===== src/rtl/axi_uartlite_if.sv =====
// -----------------------------------------------------------------------------
// axi_uartlite_if
// AXI4-Lite bus bundle for the UART-lite style responder.
//   Write address : axi_awvalid, axi_awready, axi_awaddr[31:0], axi_awprot[2:0]
//   Write data    : axi_wvalid, axi_wready, axi_wdata[31:0], axi_wstrb[3:0]
//   Write resp    : axi_bvalid, axi_bready, axi_bresp[1:0]
//   Read address  : axi_arvalid, axi_arready, axi_araddr[31:0], axi_arprot[2:0]
//   Read data     : axi_rvalid, axi_rready, axi_rdata[31:0], axi_rresp[1:0]
// Modports: master (bus initiator), slave (the responder).
// -----------------------------------------------------------------------------
interface axi_uartlite_if;
  logic        axi_awvalid;
  logic        axi_awready;
  logic [31:0] axi_awaddr;
  logic [2:0]  axi_awprot;
  logic        axi_wvalid;
  logic        axi_wready;
  logic [31:0] axi_wdata;
  logic [3:0]  axi_wstrb;
  logic        axi_bvalid;
  logic        axi_bready;
  logic [1:0]  axi_bresp;
  logic        axi_arvalid;
  logic        axi_arready;
  logic [31:0] axi_araddr;
  logic [2:0]  axi_arprot;
  logic        axi_rvalid;
  logic        axi_rready;
  logic [31:0] axi_rdata;
  logic [1:0]  axi_rresp;

  modport master (
    output axi_awvalid, axi_awaddr, axi_awprot,
    input  axi_awready,
    output axi_wvalid, axi_wdata, axi_wstrb,
    input  axi_wready,
    input  axi_bvalid, axi_bresp,
    output axi_bready,
    output axi_arvalid, axi_araddr, axi_arprot,
    input  axi_arready,
    input  axi_rvalid, axi_rdata, axi_rresp,
    output axi_rready
  );

  modport slave (
    input  axi_awvalid, axi_awaddr, axi_awprot,
    output axi_awready,
    input  axi_wvalid, axi_wdata, axi_wstrb,
    output axi_wready,
    output axi_bvalid, axi_bresp,
    input  axi_bready,
    input  axi_arvalid, axi_araddr, axi_arprot,
    output axi_arready,
    output axi_rvalid, axi_rdata, axi_rresp,
    input  axi_rready
  );
endinterface


===== src/rtl/axi_uartlite_responder.sv =====
// -----------------------------------------------------------------------------
// axi_uartlite_responder
// AXI4-Lite register front end for a byte stream UART: an RX FIFO filled by
// rx_valid strobes and drained by reads of 0x0, a TX FIFO filled by writes to
// 0x4 and drained over the tx_valid/tx_ready handshake, a STAT register at 0x8
// (read clears the sticky overrun flag) and a CTRL register at 0xC (flushes).
// Ports:
//   clk, rstn           clock, asynchronous active-low reset
//   bus                 AXI4-Lite slave modport (see axi_uartlite_if)
//   rx_valid, rx_data   one-cycle strobe carrying a received byte
//   tx_valid, tx_ready  byte-out handshake, tx_data is the TX FIFO head
// Parameter FIFO_DEPTH: entries per FIFO, power of two, at least 2.
// -----------------------------------------------------------------------------
module axi_uartlite_responder #(
  parameter int FIFO_DEPTH = 16
) (
  input  logic          clk,
  input  logic          rstn,
  axi_uartlite_if.slave bus,
  input  logic          rx_valid,
  input  logic [7:0]    rx_data,
  output logic          tx_valid,
  input  logic          tx_ready,
  output logic [7:0]    tx_data
);
  localparam int PW = $clog2(FIFO_DEPTH);
  localparam int CW = PW + 1;
  localparam logic [CW-1:0] FULL_CNT = CW'(FIFO_DEPTH);

  localparam logic [1:0] SEL_RX   = 2'd0;
  localparam logic [1:0] SEL_TX   = 2'd1;
  localparam logic [1:0] SEL_STAT = 2'd2;
  localparam logic [1:0] SEL_CTRL = 2'd3;

  logic          run;
  logic          aw_held, w_held, bvalid_q, rvalid_q, overrun;
  logic [1:0]    aw_sel;
  logic [7:0]    w_byte;
  logic [31:0]   rdata_q, rd_word, stat;

  logic [7:0]    rx_mem [FIFO_DEPTH];
  logic [PW-1:0] rx_wr, rx_rd;
  logic [CW-1:0] rx_cnt;
  logic [7:0]    tx_mem [FIFO_DEPTH];
  logic [PW-1:0] tx_wr, tx_rd;
  logic [CW-1:0] tx_cnt;

  logic awready_c, wready_c, arready_c;
  logic aw_fire, w_fire, ar_fire, do_write;
  logic [1:0] wr_sel, rd_sel;
  logic [7:0] wr_byte;
  logic rx_empty, rx_full, tx_empty, tx_full;
  logic rx_push, rx_pop, rx_drop, rx_flush, stat_rd;
  logic tx_push, tx_pop, tx_flush;
  logic unused_ok;

  // run stays low through reset so every ready is held low until the first
  // rising edge after rstn is released.
  assign awready_c = run & ~aw_held & ~bvalid_q;
  assign wready_c  = run & ~w_held & ~bvalid_q;
  assign arready_c = run & ~rvalid_q;

  assign aw_fire = bus.axi_awvalid & awready_c;
  assign w_fire  = bus.axi_wvalid & wready_c;
  assign ar_fire = bus.axi_arvalid & arready_c;

  // A write commits on the edge where address and data are both available,
  // whether each one was captured earlier or is handshaking right now.
  assign do_write = (aw_held | aw_fire) & (w_held | w_fire);
  assign wr_sel   = aw_held ? aw_sel : bus.axi_awaddr[3:2];
  assign wr_byte  = w_held ? w_byte : bus.axi_wdata[7:0];
  assign rd_sel   = bus.axi_araddr[3:2];

  assign rx_empty = (rx_cnt == '0);
  assign rx_full  = (rx_cnt == FULL_CNT);
  assign tx_empty = (tx_cnt == '0);
  assign tx_full  = (tx_cnt == FULL_CNT);

  assign stat = {26'b0, overrun, 1'b0, tx_full, tx_empty, rx_full, ~rx_empty};

  // A byte arriving on a full RX FIFO still fits when a read frees a slot on
  // the same edge; otherwise it is lost and recorded as an overrun.
  assign rx_pop   = ar_fire & (rd_sel == SEL_RX) & ~rx_empty;
  assign rx_push  = rx_valid & (~rx_full | rx_pop);
  assign rx_drop  = rx_valid & rx_full & ~rx_pop;
  assign rx_flush = do_write & (wr_sel == SEL_CTRL) & wr_byte[1];
  assign stat_rd  = ar_fire & (rd_sel == SEL_STAT);

  assign tx_push  = do_write & (wr_sel == SEL_TX) & ~tx_full;
  assign tx_pop   = ~tx_empty & tx_ready;
  assign tx_flush = do_write & (wr_sel == SEL_CTRL) & wr_byte[0];

  assign tx_valid = ~tx_empty;
  assign tx_data  = tx_mem[tx_rd];

  assign bus.axi_awready = awready_c;
  assign bus.axi_wready  = wready_c;
  assign bus.axi_arready = arready_c;
  assign bus.axi_bvalid  = bvalid_q;
  assign bus.axi_bresp   = 2'b00;
  assign bus.axi_rvalid  = rvalid_q;
  assign bus.axi_rdata   = rdata_q;
  assign bus.axi_rresp   = 2'b00;

  assign unused_ok = ^{bus.axi_awaddr[31:4], bus.axi_awaddr[1:0], bus.axi_awprot,
                       bus.axi_wdata[31:8], bus.axi_wstrb,
                       bus.axi_araddr[31:4], bus.axi_araddr[1:0], bus.axi_arprot};

  // Read data selected from the state as it stands before the AR edge.
  always_comb begin
    rd_word = '0;
    case (rd_sel)
      SEL_RX:   if (!rx_empty) rd_word = {24'b0, rx_mem[rx_rd]};
      SEL_STAT: rd_word = stat;
      default:  rd_word = '0;
    endcase
  end

  // Write channel: capture AW and W independently, respond once both are in.
  always_ff @(posedge clk or negedge rstn) begin
    if (!rstn) begin
      run      <= 1'b0;
      aw_held  <= 1'b0;
      aw_sel   <= '0;
      w_held   <= 1'b0;
      w_byte   <= '0;
      bvalid_q <= 1'b0;
    end else begin
      run <= 1'b1;
      if (do_write) begin
        aw_held  <= 1'b0;
        w_held   <= 1'b0;
        bvalid_q <= 1'b1;
      end else begin
        if (aw_fire) begin
          aw_held <= 1'b1;
          aw_sel  <= bus.axi_awaddr[3:2];
        end
        if (w_fire) begin
          w_held <= 1'b1;
          w_byte <= bus.axi_wdata[7:0];
        end
        if (bvalid_q && bus.axi_bready) bvalid_q <= 1'b0;
      end
    end
  end

  // Read channel: one outstanding read, data held until rready.
  always_ff @(posedge clk or negedge rstn) begin
    if (!rstn) begin
      rvalid_q <= 1'b0;
      rdata_q  <= '0;
    end else if (ar_fire) begin
      rvalid_q <= 1'b1;
      rdata_q  <= rd_word;
    end else if (rvalid_q && bus.axi_rready) begin
      rvalid_q <= 1'b0;
    end
  end

  // Sticky overrun: an RX flush always wins, a fresh overrun beats a STAT clear.
  always_ff @(posedge clk or negedge rstn) begin
    if (!rstn) begin
      overrun <= 1'b0;
    end else if (rx_flush) begin
      overrun <= 1'b0;
    end else if (rx_drop) begin
      overrun <= 1'b1;
    end else if (stat_rd) begin
      overrun <= 1'b0;
    end
  end

  // RX FIFO pointers and occupancy; flush overrides push and pop.
  always_ff @(posedge clk or negedge rstn) begin
    if (!rstn) begin
      rx_wr  <= '0;
      rx_rd  <= '0;
      rx_cnt <= '0;
    end else if (rx_flush) begin
      rx_wr  <= '0;
      rx_rd  <= '0;
      rx_cnt <= '0;
    end else begin
      if (rx_push) rx_wr <= rx_wr + 1'b1;
      if (rx_pop)  rx_rd <= rx_rd + 1'b1;
      if (rx_push && !rx_pop)      rx_cnt <= rx_cnt + 1'b1;
      else if (!rx_push && rx_pop) rx_cnt <= rx_cnt - 1'b1;
    end
  end

  always_ff @(posedge clk) begin
    if (rx_push && !rx_flush) rx_mem[rx_wr] <= rx_data;
  end

  // TX FIFO pointers and occupancy; flush overrides push and pop.
  always_ff @(posedge clk or negedge rstn) begin
    if (!rstn) begin
      tx_wr  <= '0;
      tx_rd  <= '0;
      tx_cnt <= '0;
    end else if (tx_flush) begin
      tx_wr  <= '0;
      tx_rd  <= '0;
      tx_cnt <= '0;
    end else begin
      if (tx_push) tx_wr <= tx_wr + 1'b1;
      if (tx_pop)  tx_rd <= tx_rd + 1'b1;
      if (tx_push && !tx_pop)      tx_cnt <= tx_cnt + 1'b1;
      else if (!tx_push && tx_pop) tx_cnt <= tx_cnt - 1'b1;
    end
  end

  always_ff @(posedge clk) begin
    if (tx_push && !tx_flush) tx_mem[tx_wr] <= wr_byte;
  end
endmodule

===== src/flat_wrapper.sv =====
// flat-port wrapper written by rule: the top's interface ports become plain ports
module axi_uartlite_responder_flat 
#(
  parameter int FIFO_DEPTH = 16
)
  (clk, rstn, rx_valid, rx_data, tx_valid, tx_ready, tx_data, bus_axi_awvalid, bus_axi_awaddr, bus_axi_awprot, bus_axi_awready, bus_axi_wvalid, bus_axi_wdata, bus_axi_wstrb, bus_axi_wready, bus_axi_bvalid, bus_axi_bresp, bus_axi_bready, bus_axi_arvalid, bus_axi_araddr, bus_axi_arprot, bus_axi_arready, bus_axi_rvalid, bus_axi_rdata, bus_axi_rresp, bus_axi_rready);
  axi_uartlite_if bus_i ();
  input  logic clk;
  input  logic rstn;
  input  logic rx_valid;
  input  logic [7:0] rx_data;
  output logic tx_valid;
  input  logic tx_ready;
  output logic [7:0] tx_data;
  input wire logic [$bits(bus_i.axi_awvalid)-1:0] bus_axi_awvalid;
  input wire logic [$bits(bus_i.axi_awaddr)-1:0] bus_axi_awaddr;
  input wire logic [$bits(bus_i.axi_awprot)-1:0] bus_axi_awprot;
  output wire logic [$bits(bus_i.axi_awready)-1:0] bus_axi_awready;
  input wire logic [$bits(bus_i.axi_wvalid)-1:0] bus_axi_wvalid;
  input wire logic [$bits(bus_i.axi_wdata)-1:0] bus_axi_wdata;
  input wire logic [$bits(bus_i.axi_wstrb)-1:0] bus_axi_wstrb;
  output wire logic [$bits(bus_i.axi_wready)-1:0] bus_axi_wready;
  output wire logic [$bits(bus_i.axi_bvalid)-1:0] bus_axi_bvalid;
  output wire logic [$bits(bus_i.axi_bresp)-1:0] bus_axi_bresp;
  input wire logic [$bits(bus_i.axi_bready)-1:0] bus_axi_bready;
  input wire logic [$bits(bus_i.axi_arvalid)-1:0] bus_axi_arvalid;
  input wire logic [$bits(bus_i.axi_araddr)-1:0] bus_axi_araddr;
  input wire logic [$bits(bus_i.axi_arprot)-1:0] bus_axi_arprot;
  output wire logic [$bits(bus_i.axi_arready)-1:0] bus_axi_arready;
  output wire logic [$bits(bus_i.axi_rvalid)-1:0] bus_axi_rvalid;
  output wire logic [$bits(bus_i.axi_rdata)-1:0] bus_axi_rdata;
  output wire logic [$bits(bus_i.axi_rresp)-1:0] bus_axi_rresp;
  input wire logic [$bits(bus_i.axi_rready)-1:0] bus_axi_rready;
  assign bus_i.axi_awvalid = bus_axi_awvalid;
  assign bus_i.axi_awaddr = bus_axi_awaddr;
  assign bus_i.axi_awprot = bus_axi_awprot;
  assign bus_axi_awready = bus_i.axi_awready;
  assign bus_i.axi_wvalid = bus_axi_wvalid;
  assign bus_i.axi_wdata = bus_axi_wdata;
  assign bus_i.axi_wstrb = bus_axi_wstrb;
  assign bus_axi_wready = bus_i.axi_wready;
  assign bus_axi_bvalid = bus_i.axi_bvalid;
  assign bus_axi_bresp = bus_i.axi_bresp;
  assign bus_i.axi_bready = bus_axi_bready;
  assign bus_i.axi_arvalid = bus_axi_arvalid;
  assign bus_i.axi_araddr = bus_axi_araddr;
  assign bus_i.axi_arprot = bus_axi_arprot;
  assign bus_axi_arready = bus_i.axi_arready;
  assign bus_axi_rvalid = bus_i.axi_rvalid;
  assign bus_axi_rdata = bus_i.axi_rdata;
  assign bus_axi_rresp = bus_i.axi_rresp;
  assign bus_i.axi_rready = bus_axi_rready;
  axi_uartlite_responder #(.FIFO_DEPTH(FIFO_DEPTH)) u_core (.clk(clk), .rstn(rstn), .bus(bus_i), .rx_valid(rx_valid), .rx_data(rx_data), .tx_valid(tx_valid), .tx_ready(tx_ready), .tx_data(tx_data));
endmodule

===== config.mk =====
export PLATFORM = sky130hd
export DESIGN_NAME = axi_uartlite_responder_flat
export DESIGN_NICKNAME = d
export VERILOG_FILES = /design/src/rtl/axi_uartlite_if.sv /design/src/rtl/axi_uartlite_responder.sv /design/src/flat_wrapper.sv
export SDC_FILE = /design/constraint.sdc
export NUM_CORES = 1
export LEC_CHECK = 0
export CORE_MARGIN = 2
export CORE_UTILIZATION = 40
export CTS_BUF_LIST = sky130_fd_sc_hd__clkbuf_8 sky130_fd_sc_hd__clkbuf_16
export CTS_CLUSTER_DIAMETER = 120
export DETAILED_ROUTE_END_ITERATION = 6
export HOLD_SLACK_MARGIN = 0.05
export SYNTH_ARGS = -nofsm -noshare
export SYNTH_HDL_FRONTEND = slang
export SYNTH_SLANG_ARGS = --single-unit

===== constraint.sdc =====
create_clock -name clk -period 4.3 [get_ports clk]
set_clock_uncertainty 0.1 [all_clocks]
set_input_delay 0.43 -clock clk [delete_from_list [all_inputs] [get_ports clk]]
set_output_delay 0.43 -clock clk [all_outputs]
set_load 0.1 [all_outputs]

==> flow_summary.yaml <==
critical_path:
  timing.critical_path.fanout_max: 19
  worstReg2RegStart: "u_core.rx_cnt[0]$_DFFE_PN0P_"
  timing.rr.end: "u_core.rx_cnt[4]$_DFFE_PN0P_"
  worst_ep_required_time_ns: 3.77
  reg2reg_setup_slack_ns: 0.97
  worstSetupPathType: "reg -> out"
  worst_setup_start_kind: "register"
  setup.worst_path.end_class: "output port"
  worst-r2r-cell-count: 9
  worstPathArrival_ns: 2.87
global_route:
  globalRoute.busiestLayer: "met2"
  global_route_wire_length_before_repair_um: 41980
  groute.layer.met1.usage_pct: 23.56
  globalRouteOverflowTotal: 0
  grt_max_degree: 36
  grt_antenna_before_repair: 0
  grtUsageMet2_pct: 26.71
  grt_use_met3_pct: 2.792
  via_count_of_the_first_global_routing_pass: 6904
  track_usage_pct: 16.47
place:
  hpwl_um: 17180
  io_port_bufs: 50
  gpl_wtd_cong: 0.7837
hold_path:
  timing.hold.worst.class: "in -> reg"
  min_path_cells: 2
  min_from: "bus_axi_rready"
  hold_ep: "u_core.bus.axi_rvalid$_DFFE_PN0P_"
status:
  status: "finished clean"
job:
  timing.max_cap.violations: 0
synthesis:
  synth_edf_count: 256
  yosysUniqueCellTypes: 63
  synthesis.instances: 741
  synthTopCellsByArea: "sky130_fd_sc_hd__edfxtp_1, sky130_fd_sc_hd__mux4_2, sky130_fd_sc_hd__dfrtp_1"
  synthFlopType: "sky130_fd_sc_hd__edfxtp_1"
  synth_top_area_share_pct: 58.78
  asyncSetResetFlopFracSynth_pct: 16.34
  netlist_top_cells_count: "sky130_fd_sc_hd__edfxtp_1, sky130_fd_sc_hd__mux4_2, sky130_fd_sc_hd__dfrtp_1"
  yosys.cell_count.top_type: "sky130_fd_sc_hd__edfxtp_1"
  synthesis.yosys.warnings: 0
  netlist_area_sq_um: 13080
  yosys_register_bits: 306
  syn_avg_cell_area_sq_um: 17.65
  yosysSeqAreaShare_pct: 68.35
  synth_largest_area_cell: "sky130_fd_sc_hd__edfxtp_1"
clock_tree:
  numCtsBuffers: 34
  clkLatencyLatePin_ns: 0.51
  cts.htree.levels: 2
  tritoncts: "done"
  cts_max_path_buffers: 3
  cts.hold.buffers_added: 1
  clock_slew_at_reported_path_ffs_ns: 0.06
  tritoncts_num_sinks: 306
  clockRootBuffer: "sky130_fd_sc_hd__clkbuf_16"
  post_cts_gate_resize_count: 0
  post-cts-setup-buffers: 0
timing:
  timing.final.setup_violations: 0
  relSlewSlack_pct: 33.20
  grt_setup_unrepaired: "false"
  maxSlewViolCount: 0
  hold-worst-slack_ns: 0.3997
  fin_crit_sh_pct: 79.06
  post-route-min-period_ns: 3.400
  max_freq_mhz: 294.1
  final_hold_viol_count: 0
  tightestPinTransition_ns: 0.9989
  fin_setup_tns_ns: 0
routing:
  drt_iter0_markers: 476
  antenna_left: 0
  remaining_design_rule_violation_count: 0
  detailedRoute.firstPassIterationCount: 5
  average_detailed_routed_wire_length_per_instance_um: 21.06
  avgViaCountPerCell: 5.247
  via_count: 6758
  wl_um: 27130
layout:
  final_nets: 963
  final_layout_size_suffix_gt1_share_pct: 23.05
  layout.area.seq_sq_um: 8941
  area.growth.synth_to_final_pct: 15.93
  fillerInstances: 2838
  multi_input_area_sq_um: 3797
  antenna-diode-count: 0
floorplanning:
  chipHeight_um: 184.8
  design.core.area_sq_um: 32370
  placement_rows: 66
  pin_count: 173
  die_width_um: 184.8
  die-area_sq_um: 34160
  initial_utilization_pct: 40.40
power_and_ir_drop:
  ir_worst_vdd_mv: 0.4437
  power_density_normalized_to_cell_area_nw_per_um2: 674.2
  p_leak_nw: 5.185
==> placed cells by master (no fill, tap or decap), types with 3 or more instances in the layout <==
cell type,count
sky130_fd_sc_hd__or4_1,3
sky130_fd_sc_hd__conb_1,29
sky130_fd_sc_hd__inv_1,21
sky130_fd_sc_hd__mux4_2,70
sky130_fd_sc_hd__nand3_1,16
sky130_fd_sc_hd__mux2i_1,24
sky130_fd_sc_hd__nand3b_1,5
sky130_fd_sc_hd__nor4_1,5
sky130_fd_sc_hd__ha_1,18
sky130_fd_sc_hd__and4bb_2,4
sky130_fd_sc_hd__nor2_1,35
sky130_fd_sc_hd__o22ai_1,3
sky130_fd_sc_hd__edfxtp_1,256
sky130_fd_sc_hd__clkinvlp_4,4
sky130_fd_sc_hd__buf_4,35
sky130_fd_sc_hd__and4_1,4
sky130_fd_sc_hd__clkinv_1,6
sky130_fd_sc_hd__and4b_1,8
sky130_fd_sc_hd__o21ai_0,11
sky130_fd_sc_hd__nand2_1,26
sky130_fd_sc_hd__mux2_2,20
sky130_fd_sc_hd__a21oi_1,20
sky130_fd_sc_hd__nor2b_1,8
sky130_fd_sc_hd__clkbuf_16,35
sky130_fd_sc_hd__clkinv_2,5
sky130_fd_sc_hd__nor3_1,10
sky130_fd_sc_hd__xor2_1,4
sky130_fd_sc_hd__a21o_1,5
sky130_fd_sc_hd__clkdlybuf4s50_1,41
sky130_fd_sc_hd__dfrtp_1,48
sky130_fd_sc_hd__nor3b_1,4
==> state kept, by name (all words and copies together) (netlist names) <==
register / count
u_core.aw_sel: 2
u_core.rx_mem: 128
u_core.w_held: 1
u_core.rx_wr: 4
u_core.aw_held: 1
u_core.bus.axi_bvalid: 1
u_core.rx_rd: 4
u_core.bus.axi_rdata: 8
u_core.w_byte: 8
u_core.tx_cnt: 5
u_core.tx_rd: 4
u_core.rx_cnt: 5
u_core.tx_mem: 128
u_core.bus.axi_rvalid: 1
u_core.tx_wr: 4
u_core.overrun: 1
u_core.run: 1
==> per-layer routing <==
layer  routed length, um  up-vias
met1               12430     3526
met3                1071       29
met2               13310      134
met4                 326        0
met5                   0        -
li1                    -     3069
==> worst max-delay path by stage <==
| stage | from | to | slack (ns) | cells past startpoint |
|---|---|---|---|---|
| final | u_core.tx_rd[0]$_DFFE_PN0P_ | tx_data[0] | 0.90 | 4 |
| after global routing | u_core.tx_cnt[0]$_DFFE_PN0P_ | tx_valid | 0.74 | 3 |
| after CTS | u_core.tx_rd[0]$_DFFE_PN0P_ | tx_data[0] | 0.83 | 4 |
| after detailed placement | bus_axi_araddr[2] | u_core.rx_cnt[4]$_DFFE_PN0P_ | 0.74 | 10 |
| after global placement | bus_axi_araddr[2] | u_core.rx_cnt[4]$_DFFE_PN0P_ | 0.76 | 10 |
| after floorplan | u_core.bus.axi_bvalid$_DFFE_PN0P_ | u_core.tx_cnt[4]$_DFFE_PN0P_ | 1.03 | 11 |
==> where the power goes <==
part	switching [mW]	leakage, nW	internal (mW)
Combinational	2.04	1.71	1.24
Sequential	0.437	2.93	3.69
Clock	1.18	0.545	1.64
==> critical path: stages, from the launching register on <==
cell	delay [ns]
sky130_fd_sc_hd__dfrtp_2	0.76
sky130_fd_sc_hd__buf_12	0.28
sky130_fd_sc_hd__mux4_2	0.52
sky130_fd_sc_hd__mux4_2	0.52
sky130_fd_sc_hd__buf_4	0.26
==> cell type report <==
class	instances	share of cell area, %
inverters	17	0.4209
multi-input cells	382	25.05
well taps	442	3.648
repair buffers	79	4.671
clock inverters	26	1.370
clock buffers	36	5.868
flip-flops and latches	306	58.97
==> metrics by stage <==
step | util, % | setup WS [ns] | instance area [sq um] | cells | total power [mW]
floorplan | - | 1.035 | 13180 | 768 | 6.703
global placement | 43.41 | 0.7554 | 14050 | 1225 | 7.454
detailed placement | 43.41 | 0.7436 | 14050 | 1225 | 7.491
CTS | 46.83 | 0.8299 | 15160 | 1288 | 10.33
global route | 46.83 | 0.7420 | 15160 | 1288 | 10.70
finish | 46.83 | 0.9004 | 15160 | 1288 | 10.22
==> logic make-up (layout without fill, tap and decap cells) <==
group	after synthesis	in the layout	synth area share, %
flops	306	306	68.35
fa+ha+maj	20	20	2.028
mux	114	114	15.61
simple gates	143	143	6.181
other cells	2	29	0.05743
buf+inv	80	158	3.483
compound gates	70	70	3.885
xor+xnor	6	6	0.4018
Note: power is estimated with default switching activity, not from simulation.
